`config.mk`:
```
export PLATFORM = sky130hd
export DESIGN_NAME = step_sequencer
export DESIGN_NICKNAME = d
export VERILOG_FILES = /design/src/rtl/step_sequencer.sv
export SDC_FILE = /design/constraint.sdc
export NUM_CORES = 1
export LEC_CHECK = 0
export CELL_PAD_IN_SITES_DETAIL_PLACEMENT = 1
export CELL_PAD_IN_SITES_GLOBAL_PLACEMENT = 1
export CORE_ASPECT_RATIO = 0.5
export CORE_MARGIN = 2
export CORE_UTILIZATION = 35
export DETAILED_ROUTE_END_ITERATION = 16
export GPL_TIMING_DRIVEN = 0
export HOLD_SLACK_MARGIN = 0.1
export PLACE_DENSITY = 0.77
export SETUP_SLACK_MARGIN = 0.5
export SYNTH_ARGS = -nofsm -noshare
export SYNTH_HDL_FRONTEND = slang
export SYNTH_SLANG_ARGS = --single-unit
```
`constraint.sdc`:
```
create_clock -name clock_i -period 2.2 [get_ports clock_i]
set_input_delay 0.22 -clock clock_i [delete_from_list [all_inputs] [get_ports clock_i]]
set_output_delay 0.22 -clock clock_i [all_outputs]
set_load 0.01 [all_outputs]
```
`src/rtl/step_sequencer.sv`:
```
// Hardwired control sequencer: fetch/execute T-state FSM with Moore strobe decode.
// Optional SEQ_MEM_WAIT_EN: memory states stall on mem_rdy_i with a timeout into HALT.
// state | meaning
// IDLE  | waiting for run
// T0-T2 | fetch (opcode latched leaving T2)
// T3-T7 | execute, length depends on opcode
// HALT  | stopped by halt or memory timeout, left only by clear
module step_sequencer #(
   parameter int OP_W  = 5,
   parameter int TMO_W = 4
) (
   input  logic            clock_i,
   input  logic            clear_i,
   input  logic            run_i,
   input  logic [OP_W-1:0] opcode_i,
   input  logic            mem_rdy_i,
   output logic [18:0]     ctrl_o,
   output logic [OP_W-1:0] alu_op_o,
   output logic [3:0]      step_o,
   output logic            illegal_o,
   output logic            mem_err_o
);

   typedef enum logic [3:0] {
      S_IDLE = 4'd0,
      S_T0   = 4'd1,
      S_T1   = 4'd2,
      S_T2   = 4'd3,
      S_T3   = 4'd4,
      S_T4   = 4'd5,
      S_T5   = 4'd6,
      S_T6   = 4'd7,
      S_T7   = 4'd8,
      S_HALT = 4'd15
   } state_t;

   localparam logic [OP_W-1:0] OP_LD   = OP_W'(0);
   localparam logic [OP_W-1:0] OP_LDI  = OP_W'(1);
   localparam logic [OP_W-1:0] OP_ST   = OP_W'(2);
   localparam logic [OP_W-1:0] OP_ADD  = OP_W'(3);
   localparam logic [OP_W-1:0] OP_SUB  = OP_W'(4);
   localparam logic [OP_W-1:0] OP_AND  = OP_W'(5);
   localparam logic [OP_W-1:0] OP_OR   = OP_W'(6);
   localparam logic [OP_W-1:0] OP_ADDI = OP_W'(12);
   localparam logic [OP_W-1:0] OP_HALT = OP_W'(27);
   localparam logic [OP_W-1:0] ALU_ADD = OP_W'(3);

   localparam logic [TMO_W-1:0] TMO_LAST = TMO_W'((2**TMO_W) - 2);

   localparam int C_PCOUT   = 0;
   localparam int C_MARIN   = 1;
   localparam int C_INCPC   = 2;
   localparam int C_ZIN     = 3;
   localparam int C_ZLOWOUT = 4;
   localparam int C_PCIN    = 5;
   localparam int C_READ    = 6;
   localparam int C_WRITE   = 7;
   localparam int C_MDRIN   = 8;
   localparam int C_MDROUT  = 9;
   localparam int C_IRIN    = 10;
   localparam int C_GRA     = 11;
   localparam int C_GRB     = 12;
   localparam int C_GRC     = 13;
   localparam int C_RIN     = 14;
   localparam int C_ROUT    = 15;
   localparam int C_BAOUT   = 16;
   localparam int C_COUT    = 17;
   localparam int C_YIN     = 18;

   state_t            state_q, state_d;
   logic [OP_W-1:0]   op_q, op_d;
   logic [TMO_W-1:0]  tmo_q, tmo_d;
   logic              err_q, err_d;
   logic [18:0]       ctrl_q;
   logic [OP_W-1:0]   alu_q;
   logic              ill_q;
   logic              mem_state;
   logic              mem_ok;
   logic              mem_tmo;

   function automatic logic is_mem_op(input logic [OP_W-1:0] op);
      return (op == OP_LD) || (op == OP_LDI) || (op == OP_ST);
   endfunction

   function automatic logic is_arith(input logic [OP_W-1:0] op);
      return (op == OP_ADD) || (op == OP_SUB) || (op == OP_AND) || (op == OP_OR);
   endfunction

   function automatic logic is_legal(input logic [OP_W-1:0] op);
      return is_mem_op(op) || is_arith(op) || (op == OP_ADDI);
   endfunction

   function automatic logic [18:0] ctrl_dec(input state_t s, input logic [OP_W-1:0] op);
      logic [18:0] c;
      c = '0;
      case (s)
         S_T0: begin
            c[C_PCOUT] = 1'b1; c[C_MARIN] = 1'b1; c[C_INCPC] = 1'b1; c[C_ZIN] = 1'b1;
         end
         S_T1: begin
            c[C_ZLOWOUT] = 1'b1; c[C_PCIN] = 1'b1; c[C_READ] = 1'b1; c[C_MDRIN] = 1'b1;
         end
         S_T2: begin
            c[C_MDROUT] = 1'b1; c[C_IRIN] = 1'b1;
         end
         S_T3: begin
            if (is_mem_op(op)) begin
               c[C_GRB] = 1'b1; c[C_BAOUT] = 1'b1; c[C_YIN] = 1'b1;
            end else if (is_arith(op) || op == OP_ADDI) begin
               c[C_GRB] = 1'b1; c[C_ROUT] = 1'b1; c[C_YIN] = 1'b1;
            end
         end
         S_T4: begin
            c[C_ZIN] = 1'b1;
            if (is_arith(op)) begin
               c[C_GRC] = 1'b1; c[C_ROUT] = 1'b1;
            end else begin
               c[C_COUT] = 1'b1;
            end
         end
         S_T5: begin
            c[C_ZLOWOUT] = 1'b1;
            if (op == OP_LD || op == OP_ST) begin
               c[C_MARIN] = 1'b1;
            end else begin
               c[C_GRA] = 1'b1; c[C_RIN] = 1'b1;
            end
         end
         S_T6: begin
            c[C_MDRIN] = 1'b1;
            if (op == OP_ST) begin
               c[C_GRA] = 1'b1; c[C_ROUT] = 1'b1;
            end else begin
               c[C_READ] = 1'b1;
            end
         end
         S_T7: begin
            if (op == OP_ST) begin
               c[C_WRITE] = 1'b1;
            end else begin
               c[C_MDROUT] = 1'b1; c[C_GRA] = 1'b1; c[C_RIN] = 1'b1;
            end
         end
         default: c = '0;
      endcase
      return c;
   endfunction

   function automatic logic [OP_W-1:0] alu_dec(input state_t s, input logic [OP_W-1:0] op);
      if (s != S_T4) return '0;
      if (is_arith(op)) return op;
      return ALU_ADD;
   endfunction

   assign mem_state = (state_q == S_T1)
                    || (state_q == S_T6 && op_q == OP_LD)
                    || (state_q == S_T7 && op_q == OP_ST);

`ifdef SEQ_MEM_WAIT_EN
   assign mem_ok    = mem_rdy_i;
   assign mem_tmo   = !mem_rdy_i && (tmo_q == TMO_LAST);
   assign mem_err_o = err_q;
`else
   logic unused_mem_rdy;
   assign unused_mem_rdy = mem_rdy_i;
   assign mem_ok    = 1'b1;
   assign mem_tmo   = 1'b0;
   assign mem_err_o = 1'b0;
`endif

   always_comb begin
      state_d = state_q;
      op_d    = op_q;
      tmo_d   = tmo_q;
      err_d   = err_q;
      case (state_q)
         S_IDLE: if (run_i) state_d = S_T0;
         S_T0:   state_d = S_T1;
         S_T1:   state_d = S_T2;
         S_T2: begin
            op_d    = opcode_i;
            state_d = (opcode_i == OP_HALT) ? S_HALT : S_T3;
         end
         S_T3:   state_d = is_legal(op_q) ? S_T4 : (run_i ? S_T0 : S_IDLE);
         S_T4:   state_d = S_T5;
         S_T5: begin
            if (op_q == OP_LD || op_q == OP_ST) state_d = S_T6;
            else                                state_d = run_i ? S_T0 : S_IDLE;
         end
         S_T6:   state_d = S_T7;
         S_T7:   state_d = run_i ? S_T0 : S_IDLE;
         S_HALT: state_d = S_HALT;
         default: state_d = S_IDLE;
      endcase
      // A memory state only advances once the access completes; otherwise it stalls or times out.
      if (mem_state) begin
         if (mem_ok) begin
            tmo_d = '0;
         end else if (mem_tmo) begin
            state_d = S_HALT;
            err_d   = 1'b1;
            tmo_d   = '0;
         end else begin
            state_d = state_q;
            tmo_d   = tmo_q + TMO_W'(1);
         end
      end
   end

   always_ff @(posedge clock_i) begin
      if (clear_i) begin
         state_q <= S_IDLE;
         op_q    <= '0;
         tmo_q   <= '0;
         err_q   <= 1'b0;
         ctrl_q  <= '0;
         alu_q   <= '0;
         ill_q   <= 1'b0;
      end else begin
         state_q <= state_d;
         op_q    <= op_d;
         tmo_q   <= tmo_d;
         err_q   <= err_d;
         ctrl_q  <= ctrl_dec(state_d, op_d);
         alu_q   <= alu_dec(state_d, op_d);
         ill_q   <= (state_d == S_T3) && !is_legal(op_d);
      end
   end

   assign ctrl_o    = ctrl_q;
   assign alu_op_o  = alu_q;
   assign step_o    = state_q;
   assign illegal_o = ill_q;

endmodule

```
==> results.toml, run 1 <==
[run_status]
status = "finished, final reports clean"

[power]
sequentialPowerShare_pct = 33.7
p_sw_share_pct = 32.7
p_clk_share_pct = 29.4
power.leakage_uw = 0.00101
ir_worst_vdd_v = 0.000435
p_comb_share_pct = 36.8
power_density_nw_per_um2 = 783
power_switching_uw = 649
power_uw = 1980
p_int_uw = 1340

[logic_synthesis]
async_flop_share_pct = 0
netlist_instances = 171
postSynthAreaPerCell_sq_um = 8.66
synth_xor_area_share_pct = 1.18
synth_area_sq_um = 1480
synth_edf_count = 0
yosysWarningCount = 0
ys_seq_area_share_pct = 43.3
synth_ff_type = "dfxtp_1"
synthAdderAreaFrac_pct = 0
synth-simple-area-share_pct = 26.9
muxShareOfSynthArea_pct = 5.66
ys_ff_latch = 32
yosys.area.top_type = "dfxtp_1"
synth_top_area_share_pct = 43.3
synth_compound_area_share_pct = 17.5
synth_cell_types = 45
synth.area.top_cells = "dfxtp_1 43%, nor2_1 5.6%, a21oi_1 3.7%, mux2i_1 3.4%, nor3_1 3.4%"
synth_top_family_by_area = "simple AND/OR/NAND/NOR gates"

[final_layout]
final_cell_mix = "34 x clkdlybuf4s50_1, 25 x buf_4, 24 x dfxtp_1"
layout.nets = 252
final_area_sq_um = 2530
syn_to_final_growth_pct = 71.2
n_antenna_cell = 0
fin_cells = 298
fillers = 430
final_common_cell = "clkdlybuf4s50_1"
drive_gt1_share_pct = 37.3

[clock_network]
clk_pin_slew_ps = 70
ctsLongestPathBuffers = 2
cts_buffers = 5
clock_sinks = 32
clock_latency_ps = 300
ctsHtreeMaxLevel = 2
hold_buffers = 0
clockRootBuffer = "clkbuf_8"
cts_tree = "done"

[timing]
hold-worst-slack_ps = 490
max_slew.worst_pin.slew_ps = 581
setup_viol = 0
skew_ps = 6.22
grt_setup_unrepaired = "yes"
tns_ps = 0
slew_headroom_pct = 61.3
drv_slew = 0
period_needed_ps = 2130
max_freq_mhz = 469
period_share_pct = 97.0
hold_viol_final = 0

[grt]
antenna_found_initial = 0
grt_pass1_wl_um = 8340
grt_remaining_overflow = 0
grt_pass1_vias = 1598
track_usage_pct = 23.6
grt_max_degree = 11

[floorplanning]
dieArea_sq_um = 4800
core_sq_um = 3980
rows = 16
start_util_pct = 37.2
ios = 39
fp.dieW_um = 96.0
die_h_um = 50.0

[placement]
placed_cell_area_sq_um = 1970
placed_cells = 262
routabilityCongestion = 0.795
hpwlAfterDp_um = 3140
io_buffers = 35

[setup_path]
crit_type = "reg -> reg"
endpoint_kind = "register"
path_max_fanout = 8
start_kind = "register"
worst_ep_required_time_ps = 2400
arrival_ps = 2330

[drt]
wl_um = 6340
drc = 0
drt_iter0_markers = 80
ant_nets = 0
via_count = 1666
viasPerCell = 5.59
wl_per_cell_um = 21.3
first_pass_iters = 4

[worst_hold_path]
hp-class = "in -> reg"

[flow_run]
cap_violations = 0
## state kept, by name, indices dropped and copies added (netlist names)
signal,flops
op_q,5
illegal_o,1
step_o,4
alu_op_o,5
ctrl_o,17
## power by group through the flow
stage | registers [uW] | logic (uW) | clock network (uW)
floorplan | 695 | 279 | 0
global placement | 675 | 480 | 0
detailed placement | 678 | 489 | 0
CTS | 668 | 577 | 580
global route | 676 | 775 | 627
finish | 670 | 731 | 584
## layout make-up
type,instances,area (sq um),share of cell area [%]
multi-input cells,126,995,39.3
flip-flops and latches,32,656,25.9
repair buffers,63,608,24.0
plain buffers,11,85.1,3.36
clock buffers,6,72.6,2.86
well taps,54,67.6,2.67
clock inverters,2,35.0,1.38
inverters,4,15.0,0.593
## routing by layer
layer / global-route usage (%) / vias to the layer above / wire, um
li1: - / 749 / -
met1: 28.8 / 811 / 2650
met2: 40.2 / 93 / 3050
met3: 7.65 / 13 / 539
met4: 5.48 / 0 / 101
met5: 0 / - / 0
## critical path, stage by stage, from the launching register on
cell and delay, ps:
dfxtp_4 380, nor4bb_4 170, buf_6 140, buf_12 130, buf_4 150, nor3_2 170, a21oi_2 60, a211o_1 330
buf_6 140, buf_4 130, nor3_1 230
## cell families after synthesis
logic type / after synthesis
XOR/XNOR: 2
multiplexers: 8
AND/OR/NAND/NOR: 73
other: 1
buffers and inverters: 15
AO/OA/AOI/OAI: 40
flip-flops: 32
## per-stage QoR
step                      utilization, %  setup slack, ps
after global placement              49.4             -167
after detailed placement            49.4             -203
after CTS                           57.2              171
after global routing                63.6            -3.25
final                               63.6             66.0
after floorplan                        -              274
## path summary, 6_finish.rpt
path                            depth (start not counted)                  from                      to  slack [ps]
worst min-delay path                                    3           opcode_i[3]      op_q[3]$_SDFF_PP0_         490
worst max register to register                         10  step_o[0]$_SDFF_PP0_  alu_op_o[2]$_SDFF_PP0_          70
worst max-delay path                                   10  step_o[0]$_SDFF_PP0_  alu_op_o[2]$_SDFF_PP0_          70
worst min register to register                          2    op_q[4]$_SDFF_PP0_      op_q[4]$_SDFF_PP0_         670
## timing repair
action	4_1_cts	5_1_grt
gates cloned	0	1
gates resized for setup	25	26
setup buffers	12	15
pin swaps	4	12
setup endpoints to repair	20	23
## cells in the mapped netlist, types with 2 or more instances
master	number
or3_1	4
nand2_1	6
nand3b_1	2
mux2i_1	5
or4_1	2
a31oi_1	4
clkbuf_1	5
and2_1	3
a21o_1	2
o31ai_1	2
nor2b_1	3
a21oi_1	11
nand3_1	3
dfxtp_1	32
buf_4	3
nor3_1	10
nor4_1	4
or2_2	2
inv_1	4
buf_2	2
o21ai_0	9
a211oi_1	3
nand2b_1	5
mux2_2	3
nor2_1	22
(Power assumes the default switching activity.)
==> inputs of run 2 (changes only) <==
--- a/config.mk
+++ b/config.mk
@@ -10,6 +10,7 @@
 export CORE_ASPECT_RATIO = 0.5
 export CORE_MARGIN = 2
 export CORE_UTILIZATION = 35
+export CTS_BUF_LIST = sky130_fd_sc_hd__clkbuf_4 sky130_fd_sc_hd__clkbuf_8 sky130_fd_sc_hd__clkbuf_16
 export DETAILED_ROUTE_END_ITERATION = 16
 export GPL_TIMING_DRIVEN = 0
 export HOLD_SLACK_MARGIN = 0.1
==> run 2 against run 1 <==
Against the previous run:
- routed wire length grew 9.2%
- cell count is the same
- sequential share of layout area shrank 0.10 points
- critical path depth shrank 1
- power grew 1.9%
- global-route usage is essentially flat
- core utilization grew 0.25 points
- combinational power grew 2%
- clock skew grew 3.9 ps
- clock power grew 3%
- design area grew 0.40%
- largest power group unchanged
- largest cell class unchanged
==> results.toml, run 2 (same netlist as run 1, synthesis figures left out) <==
[clock_network]
ctsLongestPathBuffers = 2
hold_buffers = 0
clockRootBuffer = "clkbuf_8"
clock_latency_ps = 300
ctsHtreeMaxLevel = 2
cts_tree = "done"
clock_sinks = 32
cts_buffers = 5
clk_pin_slew_ps = 80

[setup_path]
path_max_fanout = 8
endpoint_kind = "register"
start_kind = "register"
worst_ep_required_time_ps = 2400
crit_chain = "nor4bb_4, buf_6, buf_6, buf_8, a21oi_2, a211o_1, buf_6, buf_4, nor3_1"
critPathSlowestCell = "dfxtp_4"
cp_top_family = "buffers and inverters"
cpPeakStageDelay_ps = 410
arrival_ps = 2380
crit_type = "reg -> reg"
reg2reg_slack_ps = 10
reg2reg_from = "step_o[0]$_SDFF_PP0_"
crit_top_cell = "buf_6"
cp_num_buf_inv = 5
r2r_end = "alu_op_o[2]$_SDFF_PP0_"
reg2regPathDepth = 9

[run_status]
status = "finished, final reports clean"

[timing]
drv_slew = 0
setup_viol = 0
period_needed_ps = 2190
tns_ps = 0
hold_viol_final = 0
period_share_pct = 99.3
hold-worst-slack_ps = 539
slew_headroom_pct = 58.8
grt_setup_unrepaired = "yes"
max_slew.worst_pin.slew_ps = 618
skew_ps = 10.1
max_freq_mhz = 458

[placement]
io_buffers = 35
routabilityCongestion = 0.795
placed_cells = 262
hpwlAfterDp_um = 3140

[final_layout]
fin_cells = 298
final_cell_mix = "34 x clkdlybuf4s50_1, 25 x buf_4, 24 x dfxtp_1"
largest_register_ff_count = 17
layout.nets = 252
drive_gt1_share_pct = 38.1
post-route-util_pct = 63.9
n_antenna_cell = 0
final_common_cell = "clkdlybuf4s50_1"
syn_to_final_growth_pct = 71.9
fillers = 426

[worst_hold_path]
hp-class = "in -> reg"
min_from = "opcode_i[3]"
min_to = "op_q[3]$_SDFF_PP0_"
holdPathStages = 3

[drt]
via_count = 1654
ant_nets = 0
viasPerCell = 5.55
wl_um = 6920
drt_iter0_markers = 93
first_pass_iters = 4
route.met3.wl_um = 360
wl_per_cell_um = 23.2
drc = 0
wl_met2_um = 3370
highest_layer = "met4"
wl_met1_um = 2930

[grt]
grt_pass1_vias = 1597
track_usage_pct = 23.6
antenna_found_initial = 0
grt_max_degree = 11
grt_pass1_wl_um = 8350
grt_remaining_overflow = 0

[floorplanning]
core_sq_um = 3980
ios = 39
dieArea_sq_um = 4800
fp.dieW_um = 96.0
rows = 16
start_util_pct = 37.2
die_h_um = 50.0

[power]
power_switching_uw = 673
p_clk_share_pct = 29.8
ir_worst_vdd_v = 0.000381
sequentialPowerShare_pct = 33.3
power_uw = 2020
power_density_nw_per_um2 = 795
p_comb_share_pct = 37.0
power.leakage_uw = 0.00101
p_sw_share_pct = 33.3
p_int_uw = 1350

[flow_run]
cap_violations = 0
-- run 2: cell counts in the layout (fill, tap and decap cells not counted) --
No cell type changed its count.
-- run 2: stage by stage --
step / worst slack (ps) / area (sq um)
floorplan: 274 / 1550
global placement: -167 / 1970
detailed placement: -203 / 1970
CTS: 171 / 2280
global route: -152 / 2540
finish: 14.3 / 2540
-- run 2: worst max-delay path by stage --
stage	from	to	depth (start not counted)
after detailed placement	opcode_i[3]	alu_op_o[1]$_SDFF_PP0_	7
after global placement	opcode_i[3]	alu_op_o[1]$_SDFF_PP0_	7
final	step_o[0]$_SDFF_PP0_	alu_op_o[2]$_SDFF_PP0_	9
after floorplan	step_o[1]$_SDFF_PP0_	ctrl_o[15]$_SDFF_PP0_	7
after global routing	opcode_i[1]	ctrl_o[15]$_SDFF_PP0_	7
after CTS	step_o[3]$_SDFF_PP0_	ctrl_o[15]$_SDFF_PP0_	7
-- run 2: routing by layer --
| metal | GRT usage, % | up-vias |
|---|---|---|
| met5 | 0 | - |
| met1 | 29.0 | 815 |
| met2 | 40.1 | 70 |
| met4 | 5.48 | 0 |
| li1 | - | 746 |
| met3 | 7.65 | 23 |
-- run 2: repair_timing --
action / in CTS / in global routing
buffers inserted: 12 / 15
cloned: 0 / 1
pin swaps: 4 / 12
endpoints found under the setup margin: 20 / 23
resized for setup: 25 / 27
-- run 2: layout make-up --
cell class | instances | area (sq um) | area share (%)
inverter | 4 | 15.0 | 0.590
sequential | 32 | 656 | 25.8
clock inverter | 2 | 35.0 | 1.38
multi-input combinational | 126 | 1000 | 39.4
timing repair buffer | 63 | 608 | 23.9
tap | 54 | 67.6 | 2.66
buffer | 11 | 85.1 | 3.34
clock buffer | 6 | 76.3 | 3.00
-- run 2: power groups by stage --
stage	registers [uW]	logic (uW)	clock network [uW]
floorplan	695	279	0
global placement	675	480	0
detailed placement	678	489	0
CTS	668	577	593
global route	678	786	627
finish	673	747	602
-- run 2: worst reg2reg max path, stage by stage, from the launching register on --
cell      delay (ps)
dfxtp_4          410
nor4bb_4         360
buf_6            180
buf_6            120
buf_8            120
a21oi_2           60
a211o_1          330
buf_6            140
buf_4            130
nor3_1           230
